==> config.mk <==
export PLATFORM = sky130hd
export DESIGN_NAME = seq_decoder_flat
export DESIGN_NICKNAME = d
export VERILOG_FILES = /design/src/rtl/seq_decoder_if.sv /design/src/rtl/seq_decoder.sv /design/src/flat_wrapper.sv
export SDC_FILE = /design/constraint.sdc
export NUM_CORES = 1
export LEC_CHECK = 0
export BUFFER_PORTS_ARGS = -buffer_cell sky130_fd_sc_hd__buf_2
export CAP_MARGIN = 20
export CORE_ASPECT_RATIO = 0.7
export CORE_MARGIN = 3
export CORE_UTILIZATION = 45
export DETAILED_ROUTE_END_ITERATION = 16
export GPL_TIMING_DRIVEN = 0
export PLACE_DENSITY = 0.75
export SLEW_MARGIN = 20
export SYNTH_ARGS = -nofsm -noshare
export SYNTH_HDL_FRONTEND = slang
export SYNTH_SLANG_ARGS = --single-unit
==> constraint.sdc <==
create_clock -name clk -period 2.45 [get_ports clk]
set_input_delay 0.3675 -clock clk [delete_from_list [all_inputs] [get_ports clk]]
set_output_delay 0.3675 -clock clk [all_outputs]
set_load 0.01 [all_outputs]
==> src/rtl/seq_decoder_if.sv <==
// Bundle between the sequencing decoder and its neighbours: the instruction memory,
// the run-control source, and the PE array / dot unit / data BRAM consumers.
interface seq_decoder_if #(
  parameter int INS_ADDR_WIDTH = 10,
  parameter int ADDR_WIDTH     = 10,
  parameter int OPCODE_WIDTH   = 4,
  parameter int OP_SEL_WIDTH   = 2
) ();
  logic                                  start;
  logic [INS_ADDR_WIDTH-1:0]             start_pc;
  logic                                  issue_en;
  logic                                  stall;
  logic [OPCODE_WIDTH+3*ADDR_WIDTH-1:0]  instruction;
  logic [INS_ADDR_WIDTH-1:0]             pc;
  logic [ADDR_WIDTH-1:0]                 a_addr;
  logic [ADDR_WIDTH-1:0]                 b_addr;
  logic [ADDR_WIDTH-1:0]                 r_addr;
  logic [OP_SEL_WIDTH-1:0]               pe_op;
  logic [1:0]                            dot_ctrl;
  logic                                  write_en;
  logic                                  r_select;
  logic                                  busy;
  logic                                  done;
  logic                                  err;

  modport slave (
    input  start, start_pc, issue_en, stall, instruction,
    output pc, a_addr, b_addr, r_addr, pe_op, dot_ctrl, write_en, r_select, busy, done, err
  );

  modport master (
    output start, start_pc, issue_en, stall, instruction,
    input  pc, a_addr, b_addr, r_addr, pe_op, dot_ctrl, write_en, r_select, busy, done, err
  );
endinterface

==> src/rtl/seq_decoder.sv <==
// Fetch-sequencing SIMD instruction decoder: start/busy/done run control, stall,
// JUMP/HALT, one level of hardware LOOP/ENDLOOP and a sticky error flag.
module seq_decoder #(
  parameter int INS_ADDR_WIDTH = 10,
  parameter int ADDR_WIDTH     = 10,
  parameter int OPCODE_WIDTH   = 4,
  parameter int OP_SEL_WIDTH   = 2,
  parameter int LOOP_CNT_WIDTH = ADDR_WIDTH
) (
  input  logic         clk,
  input  logic         rst,
  seq_decoder_if.slave bus
);
  localparam logic [OPCODE_WIDTH-1:0] OP_NOP       = OPCODE_WIDTH'(0);
  localparam logic [OPCODE_WIDTH-1:0] OP_ADD       = OPCODE_WIDTH'(1);
  localparam logic [OPCODE_WIDTH-1:0] OP_SUB       = OPCODE_WIDTH'(2);
  localparam logic [OPCODE_WIDTH-1:0] OP_MUL       = OPCODE_WIDTH'(3);
  localparam logic [OPCODE_WIDTH-1:0] OP_DOT_SHIFT = OPCODE_WIDTH'(4);
  localparam logic [OPCODE_WIDTH-1:0] OP_DOT_ACC   = OPCODE_WIDTH'(5);
  localparam logic [OPCODE_WIDTH-1:0] OP_DOT_CLR   = OPCODE_WIDTH'(6);
  localparam logic [OPCODE_WIDTH-1:0] OP_PASS_B    = OPCODE_WIDTH'(7);
  localparam logic [OPCODE_WIDTH-1:0] OP_LOOP      = OPCODE_WIDTH'(8);
  localparam logic [OPCODE_WIDTH-1:0] OP_ENDLOOP   = OPCODE_WIDTH'(9);
  localparam logic [OPCODE_WIDTH-1:0] OP_JUMP      = OPCODE_WIDTH'(10);
  localparam logic [OPCODE_WIDTH-1:0] OP_HALT      = OPCODE_WIDTH'(15);

  typedef enum logic [1:0] {IDLE = 2'd0, RUN = 2'd1, HALTED = 2'd2} state_t;

  state_t                    state, state_next;
  logic [INS_ADDR_WIDTH-1:0] pc, pc_next, pc_inc;
  logic [INS_ADDR_WIDTH-1:0] loop_start, loop_start_next;
  logic [LOOP_CNT_WIDTH-1:0] loop_cnt, loop_cnt_next, loop_init;
  logic                      loop_active, loop_active_next;
  logic                      err, err_next;
  logic [OPCODE_WIDTH-1:0]   opcode;
  logic [ADDR_WIDTH-1:0]     a_field, b_field, r_field;
  logic                      step;
  logic [OP_SEL_WIDTH-1:0]   pe_op;
  logic [1:0]                dot_ctrl;
  logic                      write_en, r_select, done;

  assign opcode  = bus.instruction[OPCODE_WIDTH-1:0];
  assign r_field = bus.instruction[OPCODE_WIDTH +: ADDR_WIDTH];
  assign b_field = bus.instruction[OPCODE_WIDTH+ADDR_WIDTH +: ADDR_WIDTH];
  assign a_field = bus.instruction[OPCODE_WIDTH+2*ADDR_WIDTH +: ADDR_WIDTH];

  assign step   = (state == RUN) && bus.issue_en && !bus.stall;
  assign pc_inc = pc + INS_ADDR_WIDTH'(1);
  // A zero repeat count still runs the body once.
  assign loop_init = (LOOP_CNT_WIDTH'(a_field) == '0) ? LOOP_CNT_WIDTH'(1)
                                                       : LOOP_CNT_WIDTH'(a_field);

  always_comb begin
    state_next       = state;
    pc_next          = pc;
    loop_start_next  = loop_start;
    loop_cnt_next    = loop_cnt;
    loop_active_next = loop_active;
    err_next         = err;
    pe_op            = '0;
    dot_ctrl         = 2'b00;
    write_en         = 1'b0;
    r_select         = 1'b0;
    done             = 1'b0;
    unique case (state)
      IDLE, HALTED: begin
        if (bus.start) begin
          state_next       = RUN;
          pc_next          = bus.start_pc;
          err_next         = 1'b0;
          loop_active_next = 1'b0;
        end
      end
      RUN: begin
        if (step) begin
          pc_next = pc_inc;
          case (opcode)
            OP_NOP:       ;
            OP_ADD:       begin pe_op = OP_SEL_WIDTH'(1); write_en = 1'b1; end
            OP_SUB:       begin pe_op = OP_SEL_WIDTH'(2); write_en = 1'b1; end
            OP_MUL:       begin pe_op = OP_SEL_WIDTH'(3); write_en = 1'b1; end
            OP_DOT_SHIFT: begin pe_op = OP_SEL_WIDTH'(3); write_en = 1'b1; r_select = 1'b1; dot_ctrl = 2'b01; end
            OP_DOT_ACC:   begin pe_op = OP_SEL_WIDTH'(3); write_en = 1'b1; r_select = 1'b1; dot_ctrl = 2'b10; end
            OP_DOT_CLR:   begin write_en = 1'b1; r_select = 1'b1; dot_ctrl = 2'b11; end
            OP_PASS_B:    write_en = 1'b1;
            OP_LOOP: begin
              // Only one loop level exists; a nested LOOP is flagged and skipped.
              if (loop_active) begin
                err_next = 1'b1;
              end else begin
                loop_start_next  = pc_inc;
                loop_cnt_next    = loop_init;
                loop_active_next = 1'b1;
              end
            end
            OP_ENDLOOP: begin
              if (loop_active && (loop_cnt > LOOP_CNT_WIDTH'(1))) begin
                loop_cnt_next = loop_cnt - LOOP_CNT_WIDTH'(1);
                pc_next       = loop_start;
              end else begin
                loop_active_next = 1'b0;
              end
            end
            OP_JUMP: pc_next = INS_ADDR_WIDTH'(r_field);
            OP_HALT: begin
              pc_next    = pc;
              state_next = HALTED;
              done       = 1'b1;
            end
            default: err_next = 1'b1;
          endcase
        end
      end
      default: state_next = IDLE;
    endcase
  end

  always_ff @(posedge clk) begin
    if (rst) begin
      state       <= IDLE;
      pc          <= '0;
      loop_start  <= '0;
      loop_cnt    <= '0;
      loop_active <= 1'b0;
      err         <= 1'b0;
    end else begin
      state       <= state_next;
      pc          <= pc_next;
      loop_start  <= loop_start_next;
      loop_cnt    <= loop_cnt_next;
      loop_active <= loop_active_next;
      err         <= err_next;
    end
  end

  assign bus.pc       = pc;
  assign bus.a_addr   = a_field;
  assign bus.b_addr   = b_field;
  assign bus.r_addr   = r_field;
  assign bus.pe_op    = pe_op;
  assign bus.dot_ctrl = dot_ctrl;
  assign bus.write_en = write_en;
  assign bus.r_select = r_select;
  assign bus.busy     = (state == RUN);
  assign bus.done     = done;
  assign bus.err      = err;
endmodule

==> src/flat_wrapper.sv <==
// flat-port wrapper written by rule: the top's interface ports become plain ports
module seq_decoder_flat 
#(
  parameter int INS_ADDR_WIDTH = 10,
  parameter int ADDR_WIDTH     = 10,
  parameter int OPCODE_WIDTH   = 4,
  parameter int OP_SEL_WIDTH   = 2,
  parameter int LOOP_CNT_WIDTH = ADDR_WIDTH
)
  (clk, rst, bus_start, bus_start_pc, bus_issue_en, bus_stall, bus_instruction, bus_pc, bus_a_addr, bus_b_addr, bus_r_addr, bus_pe_op, bus_dot_ctrl, bus_write_en, bus_r_select, bus_busy, bus_done, bus_err);
  seq_decoder_if #(.INS_ADDR_WIDTH(INS_ADDR_WIDTH), .ADDR_WIDTH(ADDR_WIDTH), .OPCODE_WIDTH(OPCODE_WIDTH), .OP_SEL_WIDTH(OP_SEL_WIDTH)) bus_i ();
  input  logic clk;
  input  logic rst;
  input wire logic [$bits(bus_i.start)-1:0] bus_start;
  input wire logic [$bits(bus_i.start_pc)-1:0] bus_start_pc;
  input wire logic [$bits(bus_i.issue_en)-1:0] bus_issue_en;
  input wire logic [$bits(bus_i.stall)-1:0] bus_stall;
  input wire logic [$bits(bus_i.instruction)-1:0] bus_instruction;
  output wire logic [$bits(bus_i.pc)-1:0] bus_pc;
  output wire logic [$bits(bus_i.a_addr)-1:0] bus_a_addr;
  output wire logic [$bits(bus_i.b_addr)-1:0] bus_b_addr;
  output wire logic [$bits(bus_i.r_addr)-1:0] bus_r_addr;
  output wire logic [$bits(bus_i.pe_op)-1:0] bus_pe_op;
  output wire logic [$bits(bus_i.dot_ctrl)-1:0] bus_dot_ctrl;
  output wire logic [$bits(bus_i.write_en)-1:0] bus_write_en;
  output wire logic [$bits(bus_i.r_select)-1:0] bus_r_select;
  output wire logic [$bits(bus_i.busy)-1:0] bus_busy;
  output wire logic [$bits(bus_i.done)-1:0] bus_done;
  output wire logic [$bits(bus_i.err)-1:0] bus_err;
  assign bus_i.start = bus_start;
  assign bus_i.start_pc = bus_start_pc;
  assign bus_i.issue_en = bus_issue_en;
  assign bus_i.stall = bus_stall;
  assign bus_i.instruction = bus_instruction;
  assign bus_pc = bus_i.pc;
  assign bus_a_addr = bus_i.a_addr;
  assign bus_b_addr = bus_i.b_addr;
  assign bus_r_addr = bus_i.r_addr;
  assign bus_pe_op = bus_i.pe_op;
  assign bus_dot_ctrl = bus_i.dot_ctrl;
  assign bus_write_en = bus_i.write_en;
  assign bus_r_select = bus_i.r_select;
  assign bus_busy = bus_i.busy;
  assign bus_done = bus_i.done;
  assign bus_err = bus_i.err;
  seq_decoder #(.INS_ADDR_WIDTH(INS_ADDR_WIDTH), .ADDR_WIDTH(ADDR_WIDTH), .OPCODE_WIDTH(OPCODE_WIDTH), .OP_SEL_WIDTH(OP_SEL_WIDTH), .LOOP_CNT_WIDTH(LOOP_CNT_WIDTH)) u_core (.clk(clk), .rst(rst), .bus(bus_i));
endmodule
# [After elaboration in Yosys (flattened, before gate mapping)]
# Index checks and enable logic that the tools add are counted.
[totals] reg_bits=34 in_bits=49
[classes] add_sub_neg=2 n_lt_le_gt_ge=1 n_eq_ne=23 mux=37 bitwise_logic=1 n_reduce_logical=20
[ops] cell="10-bit 2-to-1 mux" count=6
[ops] cell="10-bit one-hot mux with 2 select lines" count=2
[ops] cell="10-bit one-hot mux with 3 select lines" count=1
[ops] cell="4-bit by 3-bit == test with 1-bit output (second input constant)" count=4
[ops] cell="4-bit == test (second input constant)" count=4
[ops] cell="5-bit AND reduction" count=3
[ops] cell="1-bit 2-to-1 mux" count=14
[ops] cell="2-bit 2-to-1 mux" count=7
[ops] cell="2-bit one-hot mux with 3 select lines" count=2
[ops] cell="11-bit OR reduction" count=1
[ops] cell="10-bit by 1-bit adder with 10-bit output (second input constant)" count=1
[ops] cell="10-bit by 1-bit greater-than comparator with 1-bit output (second input constant)" count=1
[ops] cell="10-bit zero test" count=1
[ops] cell="10-bit by 1-bit subtractor with 10-bit output (second input constant)" count=1
[ops] cell="4-bit by 2-bit == test with 1-bit output (second input constant)" count=2
[ops] cell="2-bit inequality test (second input constant)" count=4
[ops] cell="1-bit one-hot mux with 2 select lines" count=4
[ops] cell="4-bit AND reduction" count=2
[ops] cell="7-bit OR reduction" count=1
[ops] cell="2-bit by 1-bit inequality test with 1-bit output (second input constant)" count=3
[ops] cell="3-bit OR reduction" count=2
[ops] cell="4-bit by 1-bit == test with 1-bit output (second input constant)" count=1
[ops] cell="4-bit zero test" count=1
[ops] cell="2-bit one-hot mux with 2 select lines" count=1
[ops] cell="other kinds (12)" count=15

# [Depth between registers and ports, before layout]
[depth] depth_word=6 depth_mapped=8

# [Least setup slack after synthesis]
# No wires, ideal clock.
[synth_timing] kind="register -> register" start="register u_core.loop_cnt[0]" end="register u_core.loop_cnt[0]" arrival_time_ps=1866 slack_ps=510 path_stages_with_launch=8 path_cell_list="dfxtp_1 inv_1 ha_1 or2_2 a41o_2 a21o_1 or3_1 a31oi_1"
[synth_between] elab_chain_cells=4 elab_cells_between_ends=7 cone_classes="1 x add/sub; 1 x order compare; 1 x eq/ne; 2 x mux; 2 x reduce/logical"
[synth_lines] element="start: declaration" line_no="seq_decoder.sv:32" text="logic [LOOP_CNT_WIDTH-1:0] loop_cnt, loop_cnt_next, loop_init;"
[synth_lines] element="start signal: assignment" line_no="seq_decoder.sv:130" text="loop_cnt <= loop_cnt_next;"
[synth_lines] element="10-bit by 1-bit greater-than comparator with 1-bit output" line_no="seq_decoder.sv:97" text="if (loop_active && (loop_cnt > LOOP_CNT_WIDTH'(1))) begin"
[synth_lines] element="1-bit logical AND" line_no="seq_decoder.sv:97"
[synth_lines] element="2-bit by 1-bit inequality test with 1-bit output (no source line)"
[synth_lines] element="5-bit AND reduction (no source line)"
# Parallel ways exist; a longest one is shown, timed or not. The select of a mux whose other input is x is not followed.
# A chain may end at the register's enable or synchronous reset.

# [Final worst setup path]
[layout_timing] start="register u_core.loop_cnt[0]" end="register u_core.loop_cnt[8]"
# Same word-level chain as after synthesis.

==> flow_metrics.py <==
metrics = {
    "floorplan": {
        "die_x_um": 94.82,
        "start_util_pct": 49.26,
        "die_area_mm2": 0.006464,
        "core_region_area_mm2": 0.005045,
        "ios": 98,
        "fp.dieH_um": 68.17,
        "row_count": 21,
    },
    "synthesis": {
        "seq_area_frac_synth_pct": 27.39,
        "synth_nets": 380,
        "post_synth.cell_area_avg_um2": 7.576,
        "synthCells": 328,
        "synthFlopType": "dfxtp_1",
        "ys_types": 61,
        "synth_area_mm2": 0.002485,
        "synth_edf_count": 0,
        "synth_warnings": 0,
        "yosys.area.top_type_share_pct": 27.39,
        "ys_ff_latch": 34,
        "async_reset_ff_share_pct": 0,
        "yosys-top-cells-area": "dfxtp_1, buf_4, a21oi_1",
        "synth.largest_area_cell": "dfxtp_1",
    },
    "min_path": {
        "min_to": "u_core.state[1]$_SDFFE_PP0P_",
        "hp-class": "primary input to flip-flop",
        "hold_path_startpoint": "bus_start",
        "hold_path_depth": 4,
    },
    "power_and_ir_drop": {
        "leakagePower_nw": 1.312,
        "power_mw": 1.371,
        "seqPwrFrac_pct": 43.8,
        "power_frac_clock_pct": 32.4,
        "switching_power_mw": 0.4192,
        "ir_drop_v": 0.0002404,
        "swShare_pct": 30.58,
        "pwr-share-comb_pct": 23.8,
        "power_density_mw_per_mm2": 442.6,
        "p_int_mw": 0.9515,
    },
    "global_routing": {
        "grt_pass1_vias": 2402,
        "grt_pass1_wl_mm": 11.38,
        "grt_usage_pct": 22.54,
        "antenna_found_initial": 0,
        "grt-ovfl-total": 0,
        "grt_max_degree": 12,
    },
    "timing": {
        "worstMarginPinSlew_ns": 1.023,
        "hold_viol_final": 0,
        "worst_hold_slack_ns": 0.3886,
        "slew_headroom_pct": 31.47,
        "setup_viol": 0,
        "rsz0062_at_grt": "no",
        "max_freq_mhz": 447.5,
        "finalSetupTns_ns": 0,
        "slew_viol_final": 0,
        "finalCritPeriodShare_pct": 91.20,
        "finalCriticalPeriod_ns": 2.235,
        "finClkSkew_ns": 0.01121,
    },
    "final_layout": {
        "antenna_cells": 0,
        "n_fill_cell": 489,
        "final_cell_mix": "buf_2, dfxtp_1, a21oi_1",
        "fin_nets": 473,
        "drive_above_1_share_pct": 35.78,
        "multi_input_area_mm2": 0.001435,
        "mostFrequentLayoutCell": "buf_2",
        "seqCellArea_um2": 680.7,
        "final_util_pct": 61.38,
        "syn2layout_area_growth_pct": 24.62,
    },
    "outcome": {
        "status": "finished, final reports clean",
    },
    "cts": {
        "cts-root-buf": "clkbuf_8",
        "cts-hold-fix-buffers": 0,
        "numCtsBuffers": 5,
        "cts_resized": 0,
        "post_cts_buffers": 0,
        "clock_latency_ns": 0.29,
        "h-tree-depth": 2,
        "cts.reportedPaths.clkPinSlew_ns": 0.07,
        "cts_sinks": 34,
        "cts_tree": "yes",
        "cts_buffer_depth": 2,
    },
    "route": {
        "drt_iter0_markers": 209,
        "drt_first_pass_iters": 7,
        "num_vias": 2723,
        "ant_nets": 0,
        "drc": 0,
        "wirelength_mm": 7.191,
        "routed_via_density": 5.546,
        "routedWlPerCell_um": 14.65,
    },
    "placed_design": {
        "numPortBuffers": 86,
        "dp_hpwl_mm": 5.483,
        "gp_congestion": 0.9234,
    },
    "critical_path": {
        "rr_startpoint": "u_core.loop_cnt[0]$_SDFFE_PP0P_",
        "required_ns": 2.60,
        "r2r_end": "u_core.loop_cnt[8]$_SDFFE_PP0P_",
        "rrSetupSlack_ns": 0.22,
        "cp-end-kind": "flip-flop",
        "crit_fanout": 10,
        "rr_worst_depth": 8,
        "crit_arrival_ns": 2.38,
        "start_kind": "flip-flop",
        "path_class": "flip-flop to flip-flop",
    },
    "job": {
        "maxCapViolCount": 0,
    },
}
==> critical path: stages, from the launching register on <==
cell,delay (ns)
dfxtp_1,0.45
inv_1,0.08
ha_1,0.23
or2_2,0.34
a41o_2,0.25
a21o_1,0.20
clkbuf_1,0.23
o21ai_0,0.23
a21oi_1,0.09
==> cell usage after synthesis (7+ instances only) <==
master    instances
o21ai_0          15
buf_4            31
dfxtp_1          34
inv_1            13
nand2_1          30
clkbuf_1          9
nor2_1           32
nor3_1            7
xnor2_1           8
nand3_1           8
a211oi_1          9
a21oi_1          33
==> layer usage <==
metal	GRT usage [%]	routed length (µm)
met2	34.24	3123
met3	4.615	641
met1	32.96	3390
met4	4.676	34
met5	0	0
==> layout make-up <==
| cell class | instances | share of cell area (%) |
|---|---|---|
| timing repair buffer | 86 | 13.90 |
| clock buffer | 6 | 2.667 |
| buffer | 49 | 10.22 |
| inverter | 14 | 1.697 |
| tap | 69 | 2.788 |
| sequential | 34 | 21.98 |
| clock inverter | 2 | 0.4040 |
| multi-input combinational | 231 | 46.34 |
==> worst max path at each step <==
stage                                     from                              end
2_1_floorplan  u_core.loop_cnt[0]$_SDFFE_PP0P_  u_core.loop_cnt[0]$_SDFFE_PP0P_
3_3_place_gp                bus_instruction[0]    u_core.bus.pc[8]$_SDFFE_PP0P_
3_5_place_dp                bus_instruction[0]    u_core.bus.pc[5]$_SDFFE_PP0P_
4_1_cts        u_core.loop_cnt[0]$_SDFFE_PP0P_    u_core.bus.pc[2]$_SDFFE_PP0P_
5_1_grt        u_core.loop_cnt[0]$_SDFFE_PP0P_    u_core.bus.pc[2]$_SDFFE_PP0P_
6_report       u_core.loop_cnt[0]$_SDFFE_PP0P_  u_core.loop_cnt[8]$_SDFFE_PP0P_
==> logic make-up after synthesis <==
| family | Yosys count | synth area share [%] |
|---|---|---|
| buffers and inverters | 63 | 14.85 |
| adders and majority gates | 3 | 1.511 |
| xor gates and xnor gates | 10 | 3.525 |
| and+or+nand+nor | 119 | 25.68 |
| AOI/OAI and AO/OA | 97 | 26.23 |
| muxes | 2 | 0.8057 |
| DFF | 34 | 27.39 |
==> power groups by stage <==
stage,combinational (mW),sequential (mW),clock (mW)
2_1_floorplan,0.195,0.615,0
3_3_place_gp,0.318,0.611,0
3_5_place_dp,0.323,0.612,0
4_1_cts,0.325,0.600,0.449
5_1_grt,0.360,0.603,0.470
6_report,0.326,0.601,0.444
==> stage by stage <==
| step | std cells | setup WS (ns) | instance area (µm²) |
|---|---|---|---|
| 6_report | 491 | 0.2155 | 3097 |
| 5_1_grt | 491 | 0.06434 | 3097 |
| 4_1_cts | 491 | 0.2239 | 3097 |
| 3_5_place_dp | 483 | 0.2127 | 3002 |
| 3_3_place_gp | 483 | 0.2151 | 3002 |
| 2_1_floorplan | 328 | 0.5096 | 2485 |
==> state kept, by name (all words and copies together), names as in the netlist <==
register            count
u_core.bus.err          1
u_core.loop_start      10
u_core.loop_cnt        10
u_core.loop_active      1
u_core.bus.pc          10
u_core.state            2
No activity file was read; power rests on OpenSTA's default activity.
